[config.mk]
export PLATFORM = sky130hd
export DESIGN_NAME = nvdla_qch_pr_ctrl
export DESIGN_NICKNAME = d
export VERILOG_FILES = /design/src/rtl/nvdla_qch_pkg.sv /design/src/rtl/nvdla_qch_sat_cnt.sv /design/src/rtl/nvdla_qch_pr_ctrl.sv
export SDC_FILE = /design/constraint.sdc
export NUM_CORES = 1
export LEC_CHECK = 0
export BUFFER_PORTS_ARGS = -buffer_cell sky130_fd_sc_hd__buf_2
export CAP_MARGIN = 5
export CORE_UTILIZATION = 45
export DETAILED_ROUTE_END_ITERATION = 7
export PLACE_DENSITY = 0.71
export SYNTH_ARGS = -nofsm -noshare
export SYNTH_HDL_FRONTEND = slang
export SYNTH_SLANG_ARGS = --single-unit
[constraint.sdc]
create_clock -name nvdla_core_clk -period 1.75 [get_ports nvdla_core_clk]
set_input_delay 0.35 -clock nvdla_core_clk [delete_from_list [all_inputs] [get_ports nvdla_core_clk]]
set_output_delay 0.35 -clock nvdla_core_clk [all_outputs]
set_load 0.005 [all_outputs]
[src/rtl/nvdla_qch_pkg.sv]
// rtl/nvdla_qch_pkg.sv - shared state type and counter width helper for the Q-channel controller
// Contents:
//   qch_state_e    controller states
//   qch_cnt_width  bits needed to hold the values 0..max_val (minimum 1)
package nvdla_qch_pkg;

    typedef enum logic [2:0] {
        RUN,
        REQUEST,
        SAVE,
        STOPPED,
        RESTORE,
        DENIED
    } qch_state_e;

    function automatic int qch_cnt_width(input int max_val);
        if (max_val < 1) begin
            return 1;
        end
        return $clog2(max_val + 1);
    endfunction

endpackage

[src/rtl/nvdla_qch_sat_cnt.sv]
// rtl/nvdla_qch_sat_cnt.sv - saturating up-counter with terminal-count flag
// Parameters: WIDTH counter bits, MAX terminal value (counter holds there, never wraps)
// Ports:
//   clk    in   clock
//   rst_n  in   async active-low reset
//   clr    in   synchronous clear, wins over inc
//   inc    in   count enable
//   done   out  counter equals MAX
module nvdla_qch_sat_cnt #(
    parameter int WIDTH = 2,
    parameter int MAX   = 3
) (
    input  logic clk,
    input  logic rst_n,
    input  logic clr,
    input  logic inc,
    output logic done
);

    localparam logic [WIDTH-1:0] MAX_V = WIDTH'(MAX);

    logic [WIDTH-1:0] cnt;

    always_ff @(posedge clk or negedge rst_n) begin
        if (!rst_n) begin
            cnt <= '0;
        end else if (clr) begin
            cnt <= '0;
        end else if (inc && (cnt != MAX_V)) begin
            cnt <= cnt + WIDTH'(1);
        end
    end

    assign done = (cnt == MAX_V);

endmodule

[src/rtl/nvdla_qch_pr_ctrl.sv]
// rtl/nvdla_qch_pr_ctrl.sv - device-side Q-channel controller with partial-retention save/restore sequencing
// Optional feature macro: NVDLA_QCH_DENY_TIMEOUT_EN (busy in REQUEST waits up to DENY_TIMEOUT cycles before denying)
// Ports:
//   nvdla_core_clk   in   core clock
//   nvdla_core_rstn  in   async active-low reset
//   qreqn            in   Q-channel request, active low
//   busy_i           in   per-source busy, active high
//   csb_req_pvld     in   incoming CSB request valid, treated as busy
//   qacceptn         out  Q-channel accept, active low
//   qdeny            out  Q-channel deny
//   qactive          out  registered OR of all busy sources
//   pr_save          out  one-cycle retention save strobe
//   pr_restore       out  retention restore strobe, RESTORE_CYCLES long
//   clk_gate_en      out  high while stopped
//   proto_err        out  sticky: qreqn withdrawn during REQUEST or SAVE
module nvdla_qch_pr_ctrl
    import nvdla_qch_pkg::*;
#(
    parameter int NUM_BUSY       = 4,
    parameter int IDLE_WAIT      = 4,
    parameter int RESTORE_CYCLES = 2,
    parameter int DENY_TIMEOUT   = 16
) (
    input  logic                nvdla_core_clk,
    input  logic                nvdla_core_rstn,
    input  logic                qreqn,
    input  logic [NUM_BUSY-1:0] busy_i,
    input  logic                csb_req_pvld,
    output logic                qacceptn,
    output logic                qdeny,
    output logic                qactive,
    output logic                pr_save,
    output logic                pr_restore,
    output logic                clk_gate_en,
    output logic                proto_err
);

    localparam int IDLE_W = qch_cnt_width(IDLE_WAIT);
    localparam int REST_W = qch_cnt_width(RESTORE_CYCLES);

    qch_state_e state;
    qch_state_e next_state;

    logic any_busy;
    logic idle_clr;
    logic idle_inc;
    logic idle_done;
    logic rest_clr;
    logic rest_inc;
    logic rest_done;
    logic perr_set;

    assign any_busy = (|busy_i) | csb_req_pvld;

    nvdla_qch_sat_cnt #(
        .WIDTH (IDLE_W),
        .MAX   (IDLE_WAIT - 1)
    ) u_idle_cnt (
        .clk   (nvdla_core_clk),
        .rst_n (nvdla_core_rstn),
        .clr   (idle_clr),
        .inc   (idle_inc),
        .done  (idle_done)
    );

    nvdla_qch_sat_cnt #(
        .WIDTH (REST_W),
        .MAX   (RESTORE_CYCLES - 1)
    ) u_rest_cnt (
        .clk   (nvdla_core_clk),
        .rst_n (nvdla_core_rstn),
        .clr   (rest_clr),
        .inc   (rest_inc),
        .done  (rest_done)
    );

`ifdef NVDLA_QCH_DENY_TIMEOUT_EN
    localparam int WAIT_W = qch_cnt_width(DENY_TIMEOUT);

    logic wait_clr;
    logic wait_inc;
    logic wait_done;

    nvdla_qch_sat_cnt #(
        .WIDTH (WAIT_W),
        .MAX   (DENY_TIMEOUT - 1)
    ) u_wait_cnt (
        .clk   (nvdla_core_clk),
        .rst_n (nvdla_core_rstn),
        .clr   (wait_clr),
        .inc   (wait_inc),
        .done  (wait_done)
    );
`else
    logic unused_deny_timeout;
    assign unused_deny_timeout = (DENY_TIMEOUT != 0);
`endif

    always_comb begin
        next_state = state;
        idle_clr   = 1'b1;
        idle_inc   = 1'b0;
        rest_clr   = 1'b1;
        rest_inc   = 1'b0;
        perr_set   = 1'b0;
`ifdef NVDLA_QCH_DENY_TIMEOUT_EN
        wait_clr   = 1'b1;
        wait_inc   = 1'b0;
`endif
        case (state)
            RUN: begin
                if (!qreqn) begin
                    next_state = REQUEST;
                end
            end
            REQUEST: begin
                idle_clr = 1'b0;
                // Withdrawal is checked before busy so qdeny never rises with qreqn high.
                if (qreqn) begin
                    next_state = RUN;
                    perr_set   = 1'b1;
                end else if (any_busy) begin
                    // Busy is tested before idle_done: a late busy beats the save.
`ifdef NVDLA_QCH_DENY_TIMEOUT_EN
                    idle_clr = 1'b1;
                    wait_clr = 1'b0;
                    wait_inc = 1'b1;
                    if (wait_done) begin
                        next_state = DENIED;
                    end
`else
                    next_state = DENIED;
`endif
                end else if (idle_done) begin
                    next_state = SAVE;
                end else begin
                    idle_inc = 1'b1;
                end
            end
            SAVE: begin
                // The save cannot be aborted once started; a withdrawal here is only flagged.
                next_state = STOPPED;
                if (qreqn) begin
                    perr_set = 1'b1;
                end
            end
            STOPPED: begin
                if (qreqn) begin
                    next_state = RESTORE;
                end
            end
            RESTORE: begin
                rest_clr = 1'b0;
                if (rest_done) begin
                    next_state = RUN;
                end else begin
                    rest_inc = 1'b1;
                end
            end
            DENIED: begin
                if (qreqn) begin
                    next_state = RUN;
                end
            end
            default: begin
                next_state = RUN;
            end
        endcase
    end

    // Outputs are decoded from next_state so they change on the same edge as the state.
    always_ff @(posedge nvdla_core_clk or negedge nvdla_core_rstn) begin
        if (!nvdla_core_rstn) begin
            state       <= RUN;
            qacceptn    <= 1'b1;
            qdeny       <= 1'b0;
            qactive     <= 1'b0;
            pr_save     <= 1'b0;
            pr_restore  <= 1'b0;
            clk_gate_en <= 1'b0;
            proto_err   <= 1'b0;
        end else begin
            state       <= next_state;
            qacceptn    <= !((next_state == STOPPED) || (next_state == RESTORE));
            qdeny       <= (next_state == DENIED);
            qactive     <= any_busy;
            pr_save     <= (next_state == SAVE);
            pr_restore  <= (next_state == RESTORE);
            clk_gate_en <= (next_state == STOPPED);
            proto_err   <= proto_err | perr_set;
        end
    end

endmodule

# ---- After elaboration in Yosys (flattened, before gate mapping)
# Index checks and enable logic that the tools add are counted.
dict set report totals {
  register_bits 15
  latch_bits 0
  ramBits 0
  romBits 0
  input_bits 8
  output_inout_bits 7
  wordCells 56
  n_memories 0
}
dict set report classes {
  addsub 2
  multipliers 0
  div 0
  magnitude_cmp 0
  eq_ne 15
  shifts 0
  mux 20
  n_bitwise 2
  n_reduce_logical 7
}
# cell count
set ops {}
lappend ops {{$mux W3} 9}
lappend ops {{$pmux W3 S6} 1}
lappend ops {{$eq A3 B2 Y1 const B} 5}
lappend ops {{$eq A3 B3 Y1 const B} 4}
lappend ops {{$mux W1} 8}
lappend ops {{$ne A2 B1 Y1 const B} 3}
lappend ops {{$mux W2} 2}
lappend ops {{$reduce_or A4 Y1} 1}
lappend ops {{$add A3 B1 Y3 const B} 1}
lappend ops {{$eq A3 B1 Y1 const B} 1}
lappend ops {{$logic_not A3 Y1} 1}
lappend ops {{$ne A3 B2 Y1 const B} 1}
lappend ops {{$add A2 B1 Y2 const B} 1}
lappend ops {{$eq A2 B1 Y1 const B} 1}
lappend ops {{$logic_and A1 B1 Y1} 2}
lappend ops {{$or A1 B1 Y1} 2}
lappend ops {{$reduce_or A2 Y1} 1}
lappend ops {{$logic_not A1 Y1} 1}
lappend ops {{$logic_or A1 B1 Y1} 1}

# ---- Depth between registers and ports, before layout
dict set report logic_depth {
  ltp_word 8
  ltp_mapped 5
}

# ---- Cells and area by module
# A second synthesis with hierarchy kept.
dict set report hier_totals {
  hier_cells 62
  area_unflattened_um2 730.7
}
# mod n_inst cells_each area_each_um2 seq_area_each_um2
set by_module_without_submodules {}
lappend by_module_without_submodules {nvdla_qch_pr_ctrl 1 37 439.2 251.5}
lappend by_module_without_submodules {{nvdla_qch_sat_cnt at u_idle_cnt} 1 15 177.7 75.1}
lappend by_module_without_submodules {{nvdla_qch_sat_cnt at u_rest_cnt} 1 10 113.9 50.0}

# ---- Worst setup path before layout
# Ideal clock, no wire load.
dict set report synth_timing {
  path_kind {register to register}
  start {reg u_idle_cnt.cnt[0]}
  end {reg u_idle_cnt.cnt[0]}
  setup_time_ns 0.078
  arrival_time_ns 1.602
  required_time_ns 1.672
  slack_ns 0.070
  stages_incl_launch_ff 6
  n_path_buf 0
  period_less_slack_ns 1.680
  path_cell_list {dfrtp_1 -> ha_1 -> ha_1 -> or4_4 -> or3_1 -> a21oi_1}
}
dict set report synth_via {
  elab_chain_len 7
}
# item line
set synth_lines {}
lappend synth_lines {{start, declared} nvdla_qch_sat_cnt.sv:22} ;# logic [WIDTH-1:0] cnt;
lappend synth_lines {{start signal, assigned} nvdla_qch_sat_cnt.sv:30} ;# cnt <= cnt + WIDTH'(1);
lappend synth_lines {{$eq A3 B2 Y1} nvdla_qch_sat_cnt.sv:34} ;# assign done = (cnt == MAX_V);
lappend synth_lines {{$mux W1} nvdla_qch_pr_ctrl.sv:134} ;# end else if (idle_done) begin
lappend synth_lines {{$mux W1} nvdla_qch_pr_ctrl.sv:122} ;# end else if (any_busy) begin
lappend synth_lines {{$mux W1} nvdla_qch_pr_ctrl.sv:119} ;# if (qreqn) begin
lappend synth_lines {{$mux W1} nvdla_qch_pr_ctrl.sv:110} ;# case (state)
lappend synth_lines {{$logic_and A1 B1 Y1} nvdla_qch_sat_cnt.sv:29} ;# end else if (inc && (cnt != MAX_V)) begin
lappend synth_lines {{$ne A2 B1 Y1 (no source line)} --}
# Several ways; a longest one is shown, not always the timed one. The select of a mux whose other input is x is not followed.
# A chain may end at the register's enable or synchronous reset.

# ---- Worst setup path in the final report
# Ends and elaborated chain as after synthesis.

==> run_results.csv <==
group,metric,value,unit
worst_setup_path,max_stage_delay,450,ps
finish,antenna_cells,0,
timing,slew_violations,0,
timing,rsz0062_at_grt,"true",
synthesis,synth_nets,73,
synthesis,synth_flop_cell,"dfrtp_1",
floorplan,initial_core_util,51.2,%
grt,grt_overflow,0,
place,port_buffers,14,
detailed_routing,drt-total-wl,1190,um
synthesis,avgSynthCellArea,11.3,sq um
clocking,cts_made_buffers,3,
worst_setup_path,endpoint_kind,"register",
clocking,clkLatencyLatePin,290,ps
detailed_routing,drc,0,
run,max-cap-violations,0,
synthesis,synth_cells,62,
timing,tightestPinTransition,371,ps
synthesis,synth_top_area_share,50.1,%
worst_hold_path,hold_path_class,"in2reg",
synthesis,synth_commonest_cells,"dfrtp_1 (14), inv_1 (7), nor2_1 (5)",
floorplan,dieArea,1720,sq um
floorplan,rows,13,
worst_setup_path,worst_path_most_repeated_cell,"ha_2",
timing,clock.fmax,0.576,GHz
place,gp_congestion,0.748,
timing,worst_slack,13.7,ps
power,powerDensity,1030,nW/um^2
synthesis,yosysUniqueCellTypes,29,
worst_setup_path,cp_slowest_cell,"or4_4",
clocking,cts.sinks,15,
floorplan,die-height,41.4,um
worst_setup_path,critPathBufInv,0,
place,dp_hpwl,906,um
synthesis,syn_area,699,sq um
worst_setup_path,cp.required,1960,ps
detailed_routing,vias_per_cell,5.22,
finish,fin_util,60.8,%
floorplan,fp.dieW,41.4,um
timing,tns,0,ps
synthesis,ys_warn_count,0,
power,vdd_drop_max,0.000524,V
timing,hold_viol_final,0,
detailed_routing,num_vias,501,
detailed_routing,drtPass1Iterations,4,
grt,grt_max_degree,16,
finish,area_growth,18.8,%
worst_setup_path,cp-start-kind,"register",
worst_setup_path,worstSetupPathType,"reg2reg",
clocking,cts.clk_slew.worst_paths,80,ps
synthesis,synth_top_area_cell,"dfrtp_1",
detailed_routing,wl_per_cell,12.4,um
synthesis,synth_edf_count,0,
timing,setup_viol,0,
finish,fill_cells,137,
floorplan,ios,15,
grt,grt_pass1_wl,2040,um
clocking,cts_max_path_buffers,2,
clocking,cts_max_level,1,
timing,skew,5.44,ps
grt,antenna_found_initial,0,
timing,min_period,1740,ps
synthesis,async_flop_share,100,%
place,preCtsSetupSlack,-31.6,ps
synthesis,yosysSeqAreaShare,53.8,%
timing,period_share,99.2,%
grt,track_usage,15.7,%
clocking,post_cts.repair.setup_buffers,0,
synthesis,yosysMostFrequentCell,"dfrtp_1",
worst_setup_path,path_max_fanout,6,
timing,timing.slew.headroom,75.0,%
synthesis,yosys-top-cells-area,"dfrtp_1 (50%), ha_1 (5.4%), dfstp_2 (3.8%), inv_1 (3.8%), or3_4 (3.2%)",
detailed_routing,drtIter0Drc,7,
power,leakage,0.403,nW
finish,layout-drive-gt1-share,37.0,%
synthesis,ys_ff_latch,15,
clocking,cts_root_buffer,"clkbuf_4",
worst_setup_path,crit_arrival,1950,ps
finish,nets,93,
worst_setup_path,path_delay_family,"simple AND/OR/NAND/NOR gates",
run_status,status,"finished clean",
floorplan,coreArea,1370,sq um
detailed_routing,ant_nets,0,
worst_setup_path,crit_path_cell_trace,"ha_2, ha_2, or4_4, or3_1, a21oi_1",
grt,grt_pass1_vias,489,
clocking,cts_tree,"done",
worst paths after layout:
| kind | from | to | slack, ps | cells after the start |
|---|---|---|---|---|
| min in group asynchronous | nvdla_core_rstn | clk_gate_en$_DFF_PN0_ | 480 | 2 |
| worst min register to register | proto_err$_DFF_PN0_ | proto_err$_DFF_PN0_ | 460 | 1 |
| max in group asynchronous | nvdla_core_rstn | qacceptn$_DFF_PN1_ | 980 | 2 |
| worst min-delay path | busy_i[2] | qdeny$_DFF_PN0_ | 360 | 3 |
| worst max-delay path | u_idle_cnt.cnt[0]$_DFFE_PN0P_ | u_idle_cnt.cnt[0]$_DFFE_PN0P_ | 10 | 5 |
| worst max register to register | u_idle_cnt.cnt[0]$_DFFE_PN0P_ | u_idle_cnt.cnt[0]$_DFFE_PN0P_ | 10 | 5 |
metrics by stage:
stage | hold WS [ps] | cell area [sq um] | cells | total power [mW]
floorplan | 54.4 | 699 | 62 | 0.595
global placement | 264 | 788 | 91 | 0.659
detailed placement | 270 | 788 | 91 | 0.671
CTS | 331 | 831 | 96 | 0.869
global route | 351 | 831 | 96 | 0.921
finish | 357 | 831 | 96 | 0.855
routing by layer:
layer / part of all wire (%) / global-route usage [%] / vias to the layer above / wire length (um)
met5: 0 / 0 / - / 0
met4: 1.3 / 3.87 / 0 / 16
met3: 5.4 / 6.52 / 3 / 64
met2: 46 / 25.3 / 14 / 545
met1: 48 / 19.4 / 228 / 568
li1: - / - / 256 / -
cell usage in the layout (no fill, tap or decap):
master          n
nor2_1          5
a21oi_1         3
nor3_1          1
xor2_1          2
o21ai_0         2
buf_4           2
a31o_2          1
o21ba_2         1
or3b_1          1
o21a_1          1
o41ai_1         1
or4_4           1
dfstp_2         1
buf_2          14
o22ai_1         1
or3_4           2
ha_1            1
inv_1           7
o221a_2         1
o31a_1          1
nand3_1         1
clkbuf_4        3
nor2b_1         1
dfrtp_1        14
nand2_1         2
or3_1           2
o41ai_2         1
nor4_1          1
dlygate4sd3_1   1
clkinv_2        1
ha_2            2
nor3b_1         1
nand2b_1        2
power by group:
part	total (mW)	internal [mW]	switching, mW	leakage [nW]
Sequential	0.440	0.408	0.0320	0.191
Clock	0.193	0.0850	0.108	0.0177
Combinational	0.222	0.104	0.118	0.194
repair_timing:
action | 4_1_cts | 5_1_grt
resized for setup | 2 | 0
hold buffers | 1 | 0
setup endpoints to repair | 1 | 2
hold endpoints to repair | 14 | 0
gates cloned | 0 | 0
pin swaps | 1 | 0
layout make-up:
| type | count | area (sq um) | area share, % |
|---|---|---|---|
| Sequential cell | 15 | 377 | 45.3 |
| Clock buffer | 3 | 22.5 | 2.71 |
| Inverter | 7 | 26.3 | 3.16 |
| Multi-Input combinational cell | 38 | 287 | 34.5 |
| Tap cell | 15 | 18.8 | 2.26 |
| Clock inverter | 1 | 5.00 | 0.602 |
| Timing Repair Buffer | 17 | 95.1 | 11.4 |
worst reg2reg max path, stage by stage, from the launching register on:
cell     delay (ps)
dfrtp_1         400
ha_2            180
ha_2            170
or4_4           450
or3_1           330
a21oi_1         130
kinds of logic (layout without fill, tap and decap cells):
logic type | count (synthesis) | in the layout | share of synthesized area, %
XOR/XNOR | 2 | 2 | 2.50
AND/OR/NAND/NOR | 20 | 20 | 17.7
adder cells (fa/ha/maj) | 3 | 3 | 5.37
buffers and inverters | 9 | 28 | 5.90
AO/OA/AOI/OAI | 13 | 13 | 14.7
flip-flops | 15 | 15 | 53.8
registers in the layout, summed over array words and instances (netlist names):
name	count
pr_save	1
proto_err	1
qactive	1
u_idle_cnt.cnt	3
u_rest_cnt.cnt	2
qacceptn	1
clk_gate_en	1
pr_restore	1
qdeny	1
state	3
Power figures use the tool's default switching activity.
